[config.mk]
export PLATFORM = sky130hd
export DESIGN_NAME = bist_ctrl_4x4
export DESIGN_NICKNAME = d
export VERILOG_FILES = /design/src/rtl/bist_pkg.sv /design/src/rtl/bist_misr4.sv /design/src/rtl/bist_ctrl_4x4.sv
export SDC_FILE = /design/constraint.sdc
export NUM_CORES = 1
export LEC_CHECK = 0
export CAP_MARGIN = 20
export CORE_MARGIN = 2
export CORE_UTILIZATION = 55
export CTS_BUF_LIST = sky130_fd_sc_hd__clkbuf_4 sky130_fd_sc_hd__clkbuf_8
export DETAILED_ROUTE_END_ITERATION = 16
export GPL_ROUTABILITY_DRIVEN = 1
export GPL_TIMING_DRIVEN = 1
export PLACE_DENSITY_LB_ADDON = 0.05
export SETUP_SLACK_MARGIN = 0.2
export SYNTH_ARGS = -nofsm -noshare
export SYNTH_HDL_FRONTEND = slang
export SYNTH_SLANG_ARGS = --single-unit
[constraint.sdc]
create_clock -name clk -period 1.8 [get_ports clk]
set_input_delay 0.36 -clock clk [delete_from_list [all_inputs] [get_ports clk]]
set_output_delay 0.36 -clock clk [all_outputs]
set_load 0.02 [all_outputs]
[src/rtl/bist_pkg.sv]
// bist_pkg: shared types, polynomials and helpers for the 4x4 BIST controller
package bist_pkg;
  typedef enum logic [1:0] {IDLE, RUN, DONE} state_t;
  localparam logic [7:0] LFSR_TAPS = 8'hB8;
  localparam logic [3:0] MISR_POLY = 4'h3;
  localparam int CNT_W = 8;
  function automatic logic [3:0] misr_step(input logic [3:0] m, input logic [3:0] y);
    return {m[2:0], 1'b0} ^ (m[3] ? MISR_POLY : 4'h0) ^ y;
  endfunction
endpackage

[src/rtl/bist_misr4.sv]
// bist_misr4: 4-bit MISR on x^4+x+1 with seed load and absorb enable
module bist_misr4
  import bist_pkg::*;
#(
  parameter logic [3:0] SEED = 4'h0
) (
  input  logic       clk,
  input  logic       rst,
  input  logic       ld,
  input  logic       en,
  input  logic [3:0] d,
  output logic [3:0] sig,
  output logic [3:0] nxt
);
  assign nxt = misr_step(sig, d);
  // seed on reset or load, otherwise absorb when enabled
  always_ff @(posedge clk)
    if (rst || ld) sig <= SEED;
    else if (en) sig <= nxt;
endmodule

[src/rtl/bist_ctrl_4x4.sv]
// bist_ctrl_4x4: LFSR-driven BIST with MISR compaction; BIST_CAPTURE_PIPE_EN registers y before absorb
module bist_ctrl_4x4
  import bist_pkg::*;
#(
  parameter int         N_PATTERNS = 255,
  parameter logic [7:0] SEED       = 8'hA5,
  parameter logic [3:0] MISR_SEED  = 4'h0,
  parameter logic [3:0] GOLDEN     = 4'h0
) (
  input  logic       clk,
  input  logic       rst,
  input  logic       start,
  output logic [3:0] a,
  output logic [3:0] b,
  input  logic [3:0] y,
  output logic       busy,
  output logic       done,
  output logic       pass,
  output logic [3:0] sig
);
  localparam logic [7:0] SEED_EFF = (SEED == 8'h00) ? 8'h01 : SEED;
`ifdef BIST_CAPTURE_PIPE_EN
  localparam logic [CNT_W-1:0] LAST = CNT_W'(N_PATTERNS);
`else
  localparam logic [CNT_W-1:0] LAST = CNT_W'(N_PATTERNS - 1);
`endif
  state_t state, state_nx;
  logic [7:0] lfsr;
  logic [CNT_W-1:0] cnt;
  logic [3:0] misr_d, misr_nxt;
  logic run, last, go, absorb;
  assign run  = state == RUN;
  assign last = cnt == LAST;
  assign go   = !run && start;
  assign busy = run;
  assign done = state == DONE;
  assign a    = lfsr[3:0];
  assign b    = lfsr[7:4];
`ifdef BIST_CAPTURE_PIPE_EN
  logic [3:0] y_q;
  // one-stage capture of the circuit response; first RUN edge only fills it
  always_ff @(posedge clk)
    if (rst) y_q <= 4'h0;
    else y_q <= y;
  assign misr_d = y_q;
  assign absorb = run && cnt != '0;
`else
  assign misr_d = y;
  assign absorb = run;
`endif
  // state register
  always_ff @(posedge clk)
    if (rst) state <= IDLE;
    else state <= state_nx;
  // next state: RUN ends on the final absorb edge, start accepted outside RUN
  always_comb begin
    state_nx = state;
    state_nx = run ? (last ? DONE : RUN) : (start ? RUN : state);
  end
  // pattern generator and pattern counter
  always_ff @(posedge clk)
    if (rst || go) begin
      lfsr <= SEED_EFF;
      cnt  <= '0;
    end else if (run) begin
      lfsr <= {lfsr[6:0], ^(lfsr & LFSR_TAPS)};
      cnt  <= cnt + 1'b1;
    end
  // verdict captured from the signature being formed on the final edge
  always_ff @(posedge clk)
    if (rst || go) pass <= 1'b0;
    else if (run && last) pass <= misr_nxt == GOLDEN;
  bist_misr4 #(.SEED(MISR_SEED)) u_misr (
    .clk(clk), .rst(rst), .ld(go), .en(absorb), .d(misr_d), .sig(sig), .nxt(misr_nxt)
  );
endmodule

==> results of run 1 <==
[per-layer routing]
layer  wire length [um]  track usage, %  up-vias
li1                   -               -      426
met5                  0               0        -
met4                 23           8.333        0
met3                 68           4.528        2
met2                885           27.57       12
met1                894           26.53      371
[power breakdown]
part / switching (uW) / internal, uW
registers: 17.7 / 530
logic: 95.1 / 73.1
clock network: 151 / 82.8
[sequential cells by signal (all words and copies together), names as in the netlist]
signal      flops
cnt             8
lfsr            8
state           2
pass            1
u_misr.sig      4
[final cells by class]
type / instances / area (um2)
clock buffer: 3 / 22.52
clock inverter: 1 / 5.005
fill: 157 / 469.2
inverter: 3 / 11.26
multi-input combinational: 83 / 523.0
sequential: 23 / 460.4
tap: 25 / 31.28
timing repair buffer: 25 / 222.7
[timing repair]
item / in CTS / in global routing
endpoints found under the setup margin: 15 / 6
buffers inserted: 0 / 0
resized for setup: 15 / 2
[cells in the mapped netlist (2+ instances only)]
cell,instances,area [um2]
dfxtp_1,23,460.4
nand2_1,21,78.83
nor2_1,8,30.03
xor2_1,8,70.07
nand3_1,7,35.03
nor2_2,5,31.28
a21oi_1,4,20.02
a21oi_2,4,35.03
xnor2_1,4,35.03
nand4_1,3,18.77
nor3_1,3,15.01
and2_1,2,12.51
buf_2,2,10.01
buf_6,2,22.52
ha_1,2,25.02
inv_1,2,7.510
nand2b_1,2,12.51
[final timing paths]
kind / start / endpoint / slack [ns] / cells after the start
setup reg to reg: state[1] / pass / 0.36 / 5
hold reg to reg: lfsr[2] / lfsr[3] / 0.48 / 2
setup / recovery: state[1] / busy / 0.27 / 3
hold / removal: lfsr[2] / lfsr[3] / 0.48 / 2
[kinds of logic after synthesis]
kind of cell	after synthesis	synth area share, %
and+or+nand+nor	55	25.57
DFF	23	44.39
AOI/OAI and AO/OA	13	9.892
xor gates and xnor gates	13	12.42
buffers and inverters	9	5.307
adders and majority gates	2	2.412
[metrics by stage]
stage	worst slack [ns]	hold slack, ns	util, %	area [um2]
3_5_place_dp	0.1126	0.4698	72.47	1265
5_1_grt	0.1909	0.5083	73.12	1276
6_report	0.2749	0.4811	73.12	1276
2_1_floorplan	0.4114	0.4291	-	1037
4_1_cts	0.2388	0.4842	72.97	1274
3_3_place_gp	0.1455	0.4621	72.47	1265
[critical path, cell delays in order, from the launching register on]
cell,delay [ns]
dfxtp_1,0.34
nand2b_1,0.16
inv_2,0.06
clkdlybuf4s15_1,0.29
==> reports/qor.yml, run 1 <==
status: "complete, no violations"
synth_area_mm2: 0.001037
layout_common_cells: "23 x dfxtp_1, 21 x nand2_1, 14 x dlygate4sd2_1"
synth_fp_nets: 124
die_area_mm2: 0.002249
cts.path.max_buffers: 2
grt_pass1_wl_mm: 2.953
io_buffers: 21
hold_path_class: "reg2reg"
fin_crit_ns: 1.525
ir_drop_mv: 0.5231
clock-sinks: 23
grt_pass1_vias: 692
power_density_mw_per_mm2: 744.1
end_kind: "output pin"
synth_cell_types: 30
grt_usage_pct: 18.89
synth_edf_count: 0
relSlewSlack_pct: 68.77
synth-seq-cells: 23
cp_max_fo: 3
cts_tree: "done"
synthCells: 115
worst_pin_slew_ns: 0.4685
fmax_mhz: 655.7
vias: 811
overflow: 0
async_flop_share_pct: 0
antennaDiodeCount: 0
postCtsHoldBufs: 0
drive_above_1_share_pct: 15.94
totalWireLength_mm: 1.872
avgSynthCellArea_um2: 9.020
fin_crit_sh_pct: 84.73
fin_tns_setup_ns: 0
critPathRequiredTime_ns: 1.44
gp_congestion: 0.7095
seq_area_frac_synth_pct: 44.39
die_w_um: 47.43
instances_no_fill: 163
startpoint_type: "flip-flop"
synth_ff_type: "dfxtp_1"
hpwl_mm: 1.384
cts_buffers: 3
drc: 0
clkTransAtPathRegs_ns: 0.13
critical_path_class: "reg2out"
row_count: 15
start_util_pct: 59.43
setup_viol: 0
htreeDepth: 1
hold_violations: 0
clk_latency_ns: 0.30
drtAntennaViolNets: 0
ioPinCount: 22
maxCapViolations: 0
layout.nets: 148
grt_setup_unrepaired: "yes"
finClkSkew_ns: 0.008697
area_growth_pct: 23.04
drt_iter0_drc: 7
core-area_mm2: 0.001745
finalPower_uw: 949.7
final_common_cell: "dfxtp_1"
grt_max_degree: 23
critPathArrivalTime_ns: 1.17
dpl.cell_count: 159
slew_violations: 0
antenna_found_initial: 0
wl_per_cell_um: 11.48
power.leakage_uw: 0.0005383
ys_warn_count: 0
die_h_um: 47.43
cts_root_buf: "clkbuf_4"
via_per_inst: 4.975
dr.pass1.iters: 4
Note: power is estimated with default switching activity, not from simulation.
==> run 2: changes to the inputs <==
- CORE_UTILIZATION: 55 -> 46
- clock period: 1.8 -> 1.2 ns (I/O delays scaled with it)
==> run 2 against run 1 <==
The flow now finishes with violations (negative setup slack). Sequential power up 51%. Critical path depth up 3. Highest routed layer unchanged. First-iteration DRC count down 14%. Total power up 67%. Worst hold slack better by 0.0087 ns. Setup slack worse by 0.36 ns. Final area up 27%. Clock skew down 0.0061 ns. Die area up 18%. Sequential share of layout area down 6.3 points. Largest power group unchanged. Largest cell class unchanged.
==> reports/qor.yml, run 2 (same netlist as run 1, synthesis figures left out) <==
power.leakage_uw: 0.0006800  # was 0.0005383 uW
final_cell_area_mm2: 0.001623  # was 0.001276 mm2
start_util_pct: 47.81  # was 59.43%
hold_path_class: "reg2reg"  # unchanged
wl_met3_um: 69  # was 68 um
grt_pass1_wl_mm: 3.857  # was 2.953 mm
gp_congestion: 0.8556  # was 0.7095
place_area_mm2: 0.001459  # was 0.001265 mm2
reg_top3: "cnt x8, lfsr x8, u_misr.sig x4"  # unchanged
antennaDiodeCount: 0  # unchanged
hpwl_mm: 1.715  # was 1.384 mm
core-area_mm2: 0.002170  # was 0.001745 mm2
final_common_cell: "buf_4"  # was dfxtp_1
p_sw_share_pct: 28.46  # was 27.82%
grt_usage_pct: 19.82  # was 18.89%
power_density_mw_per_mm2: 977.3  # was 744.1 mW/mm2
setup_viol: 17  # was 0
fillers: 172  # was 157
worst_pin_slew_ns: 0.2457  # was 0.4685 ns
critical_path_class: "reg2reg"  # was reg2out
grt_pass1_vias: 930  # was 692
clk_latency_ns: 0.31  # was 0.30 ns
dr.pass1.iters: 3  # was 4
die_h_um: 51.49  # was 47.43 um
fin_crit_ns: 1.285
finClkSkew_ns: 0.002616  # was 0.008697 ns
ioPinCount: 22  # unchanged
end_kind: "flip-flop"  # was output pin
io_buffers: 21  # unchanged
cts_buffers: 3  # unchanged
vias: 945  # was 811
maxCapViolations: 0  # unchanged
drc: 0  # unchanged
fin_tns_setup_ns: -0.4686  # was 0 ns
area_growth_pct: 56.45  # was 23.04%
drt_iter0_drc: 6  # was 7
totalWireLength_mm: 2.482  # was 1.872 mm
power.internal_uw: 1135  # was 685.5 uW
seq_power_share_pct: 51.9  # was 57.6%
pwr-share-clk_pct: 22.9  # was 24.7%
ir_drop_mv: 0.7843  # was 0.5231 mV
layout.nets: 174  # was 148
status: "finished, violations left"  # was complete, no violations
clkTransAtPathRegs_ns: 0.13  # about the same
crit_family: "simple AND/OR/NAND/NOR gates"  # was buffers and inverters
cts.path.max_buffers: 2  # unchanged
critPathRequiredTime_ns: 1.42  # was 1.44 ns
finalPower_uw: 1586  # was 949.7 uW
p_sw_uw: 451.4  # was 264.2 uW
cp_slowest_stage_delay_ns: 0.35  # was 0.34 ns
row_count: 17  # was 15
grt_setup_unrepaired: "yes"  # unchanged
cp_max_fo: 8  # was 3
p_comb_share_pct: 25.2  # was 17.7%
multi_input_area_um2: 598.1  # was 523.0 um2
critPathBufInv: 2  # unchanged
overflow: 0  # unchanged
final_util_pct: 74.80  # was 73.12%
slew_violations: 0  # unchanged
fmax_mhz: 778.4
startpoint_type: "flip-flop"  # unchanged
via_per_inst: 4.922  # was 4.975
cts_root_buf: "clkbuf_4"  # unchanged
relSlewSlack_pct: 83.50  # was 68.77%
cp_cell_sequence: "nand2b_4, inv_4, buf_6, nand4_1, nand3_1, o31ai_2"  # was nand2b_1, inv_2, clkdlybuf4s15_1
setup_slack_ns: -0.08467  # was 0.2749 ns
cpMaxStageDelayCell: "dfxtp_2"  # was dfxtp_1
critPathArrivalTime_ns: 1.50  # was 1.17 ns
fin_crit_sh_pct: 107.1
cts_tree: "done"  # unchanged
hold_violations: 0  # unchanged
regArea_um2: 483.0  # was 460.4 um2
grt_max_degree: 16  # was 23
wl_per_cell_um: 12.93  # was 11.48 um
die_w_um: 51.49  # was 47.43 um
violations: "negative setup slack"
die_area_mm2: 0.002651  # was 0.002249 mm2
layout_common_cells: "27 x buf_4, 20 x nand2_1, 18 x buf_6"  # was 23 x dfxtp_1, 21 x nand2_1, 14 x dlygate4sd2_1
wl_met2_mm: 1.282  # was 885 um
routed.top_layer: "met4"  # unchanged
drtAntennaViolNets: 0  # unchanged
drive_above_1_share_pct: 57.32  # was 15.94%
clock-sinks: 23  # unchanged
htreeDepth: 1  # unchanged
drt-met1-wl_mm: 1.062  # was 894 um
antenna_found_initial: 0  # unchanged
==> run 2: cell type report <==
class | instances | share of cell area [%]
multi-input combinational | 83 | 36.85
clock buffer | 3 | 1.388
tap | 28 | 2.159
sequential | 23 | 29.76
clock inverter | 1 | 0.3084
timing repair buffer | 51 | 28.68
inverter | 3 | 0.8481
==> run 2: path summary, 6_finish.rpt <==
path	from	to	slack [ns]	depth (start not counted)
hold / removal	state[1]	state[1]	0.49	2
setup / recovery	state[1]	pass	-0.08	6
hold reg to reg	state[1]	state[1]	0.49	2
setup reg to reg	state[1]	pass	-0.08	6
==> run 2: metrics by stage <==
step                      instances  setup WS [ns]  hold WS, ns
after floorplan                 115        0.05953       0.3091
after global placement          181        -0.3436       0.4642
after detailed placement        181        -0.3798       0.4751
after CTS                       192       -0.05641       0.4858
after global routing            192        -0.1573       0.5037
final                           192       -0.08467       0.4898
==> run 2: worst min-delay path, cell delays in order, from the launching register on <==
cell	delay, ns
dfxtp_2	0.35
nand2b_1	0.06
a21oi_1	0.05
==> run 2: power groups by stage <==
stage / clock (uW) / combinational, uW / sequential, uW
detailed placement: 0 / 340 / 832
global placement: 0 / 335 / 831
finish: 363 / 400 / 824
CTS: 386 / 387 / 823
floorplan: 0 / 168 / 868
global route: 407 / 429 / 828
==> run 2: per-layer routing <==
| layer | up-vias | track usage, % |
|---|---|---|
| li1 | 479 | - |
| met1 | 448 | 22.91 |
| met2 | 12 | 32.69 |
| met3 | 6 | 4.386 |
| met4 | 0 | 12.72 |
| met5 | - | 0 |
==> run 2: repair_timing <==
action | CTS | global route
hold buffers | 0 | 0
pin swaps | 9 | 3
gates cloned | 0 | 0
setup buffers | 7 | 0
resized for setup | 107 | 6
setup endpoints to repair | 38 | 38
==> run 3: changes to the inputs <==
- CORE_UTILIZATION: 46 -> 44
- CTS_BUF_LIST: sky130_fd_sc_hd__clkbuf_4 sky130_fd_sc_hd__clkbuf_8 -> default
- REMOVE_ABC_BUFFERS: default -> 1
==> run 3 against run 2 <==
Utilization rose by 9.1 points. The run still ends with negative setup slack left. Total power is 6.5% higher. Largest cell class unchanged. Non-clock buffer count increased by 10.
==> reports/qor.yml, run 3 (same netlist as run 1, synthesis figures left out) <==
hold_path_class: "reg2reg"  # unchanged
critical_path_class: "reg2reg"  # unchanged
drtAntennaViolNets: 0  # unchanged
cpMaxStageDelayCell: "xor3_1"  # was dfxtp_2
gp_congestion: 0.7772  # was 0.8556
regArea_um2: 490.5  # was 483.0 um2
crit_family: "XOR/XNOR gates"  # was simple AND/OR/NAND/NOR gates
postCtsHoldBufs: 0  # unchanged
end_kind: "flip-flop"  # unchanged
reg_top3: "cnt x8, lfsr x8, u_misr.sig x4"  # unchanged
critPathBufInv: 0  # was 2
fmax_mhz: 793.9  # was 778.4 MHz
drt_iter0_drc: 7  # was 6
hpwl_mm: 1.551  # was 1.715 mm
cts_buffers: 3  # unchanged
ir_drop_mv: 0.6933  # was 0.7843 mV
start_util_pct: 46.89  # was 47.81%
area_growth_pct: 79.01  # was 56.45%
cp_max_fo: 3  # was 8
grt_usage_pct: 21.04  # was 19.82%
grt_pass1_vias: 998  # was 930
clkTransAtPathRegs_ns: 0.12  # was 0.13 ns
status: "finished, violations left"  # unchanged
antenna_found_initial: 0  # unchanged
final_common_cell: "buf_4"  # unchanged
clock-sinks: 23  # unchanged
final_cell_area_mm2: 0.001857  # was 0.001623 mm2
multi_input_area_um2: 685.7  # was 598.1 um2
htreeDepth: 1  # unchanged
fin_crit_ns: 1.260  # was 1.285 ns
final_util_pct: 83.94  # was 74.80%
grt_setup_unrepaired: "yes"  # unchanged
row_count: 17  # unchanged
place_area_mm2: 0.001411  # was 0.001459 mm2
relSlewSlack_pct: 78.47  # was 83.50%
finalPower_uw: 1689  # was 1586 uW
die_h_um: 52.55  # was 51.49 um
cts_tree: "done"  # unchanged
worst_pin_slew_ns: 0.3219  # was 0.2457 ns
maxCapViolations: 0  # unchanged
die_w_um: 52.55  # was 51.49 um
core-area_mm2: 0.002212  # was 0.002170 mm2
cp_slowest_stage_delay_ns: 0.39  # was 0.35 ns
finClkSkew_ns: 0.001448  # was 0.002616 ns
ff2ff_path_depth: 4  # was 6
totalWireLength_mm: 2.793  # was 2.482 mm
ioPinCount: 22  # unchanged
layout_common_cells: "28 x buf_4, 23 x buf_6, 18 x dfxtp_2"  # was 27 x buf_4, 20 x nand2_1, 18 x buf_6
drive_above_1_share_pct: 68.97  # was 57.32%
hold_violations: 0  # unchanged
critPathArrivalTime_ns: 1.49  # was 1.50 ns
antennaDiodeCount: 0  # unchanged
cts.path.max_buffers: 2  # unchanged
preCtsSetupSlack_ns: -0.2920  # was -0.3798 ns
power.leakage_uw: 0.0007774  # was 0.0006800 uW
startpoint_type: "flip-flop"  # unchanged
worst-path-stages: 4  # was 6
cp_cell_sequence: "xor3_1, nor3_2, nand2_1, o31ai_2"  # was nand2b_4, inv_4, buf_6, nand4_1, nand3_1, o31ai_2
wl_per_cell_um: 13.83  # was 12.93 um
die_area_mm2: 0.002762  # was 0.002651 mm2
io_buffers: 21  # unchanged
dr.pass1.iters: 4  # was 3
vias: 993  # was 945
cts_root_buf: "clkbuf_4"  # unchanged
grt_pass1_wl_mm: 4.264  # was 3.857 mm
violations: "negative setup slack"  # unchanged
via_per_inst: 4.916  # was 4.922
critPathRequiredTime_ns: 1.44  # was 1.42 ns
drc: 0  # unchanged
overflow: 0  # unchanged
setup_viol: 4  # was 17
power_density_mw_per_mm2: 909.5  # was 977.3 mW/mm2
layout.nets: 184  # was 174
worstHoldPathCells: 2  # unchanged
clk_latency_ns: 0.31  # about the same
slew_violations: 0  # unchanged
setup_slack_ns: -0.05956  # was -0.08467 ns
grt_max_degree: 14  # was 16
fillers: 114  # was 172
fin_crit_sh_pct: 105.0  # was 107.1%
run 3: layout make-up:
cell class | instances | area share, %
Multi-Input combinational cell | 83 | 36.93
Timing Repair Buffer | 61 | 32.61
Sequential cell | 23 | 26.42
Tap cell | 28 | 1.887
Clock buffer | 4 | 1.415
Inverter | 3 | 0.7412
run 3: report_power, final:
group / switching [uW] / leakage, uW / internal, uW
Clock: 231 / 0.0000150 / 130
Combinational: 228 / 0.000569 / 277
Sequential: 25.4 / 0.000194 / 798
run 3: metal layers:
metal | track usage [%] | wire (um) | vias to the layer above
met3 | 3.429 | 68 | 4
met1 | 25.80 | 1168 | 480
met4 | 5.128 | 35 | 0
met2 | 37.92 | 1521 | 15
li1 | - | - | 494
met5 | 0 | 0 | -
run 3: final timing paths:
path,start,endpoint,slack [ns]
max reg2reg,u_misr.sig[3],pass,-0.06
max,u_misr.sig[3],pass,-0.06
min reg2reg,state[1],state[1],0.50
min,state[1],state[1],0.50
run 3: repair_timing:
action / in CTS / in global routing
setup buffers: 10 / 5
gates resized for setup: 149 / 18
cloned: 2 / 0
endpoints found under the setup margin: 38 / 38
pin swaps: 25 / 13
run 3: through the flow:
step	TNS (ns)	std cells	hold WS, ns
after global placement	-2.543	181	0.4605
after detailed placement	-3.063	181	0.4699
after global routing	-0.6707	202	0.5175
after CTS	-0.08325	197	0.4868
after floorplan	-4.884	109	0.3091
final	-0.1228	202	0.5037
run 3: tightest hold or removal path: cells and delay by family (launching register included):
family	cells	cell delay (ns)
DFF	1	0.34
and+or+nand+nor	1	0.07
AOI/OAI and AO/OA	1	0.07
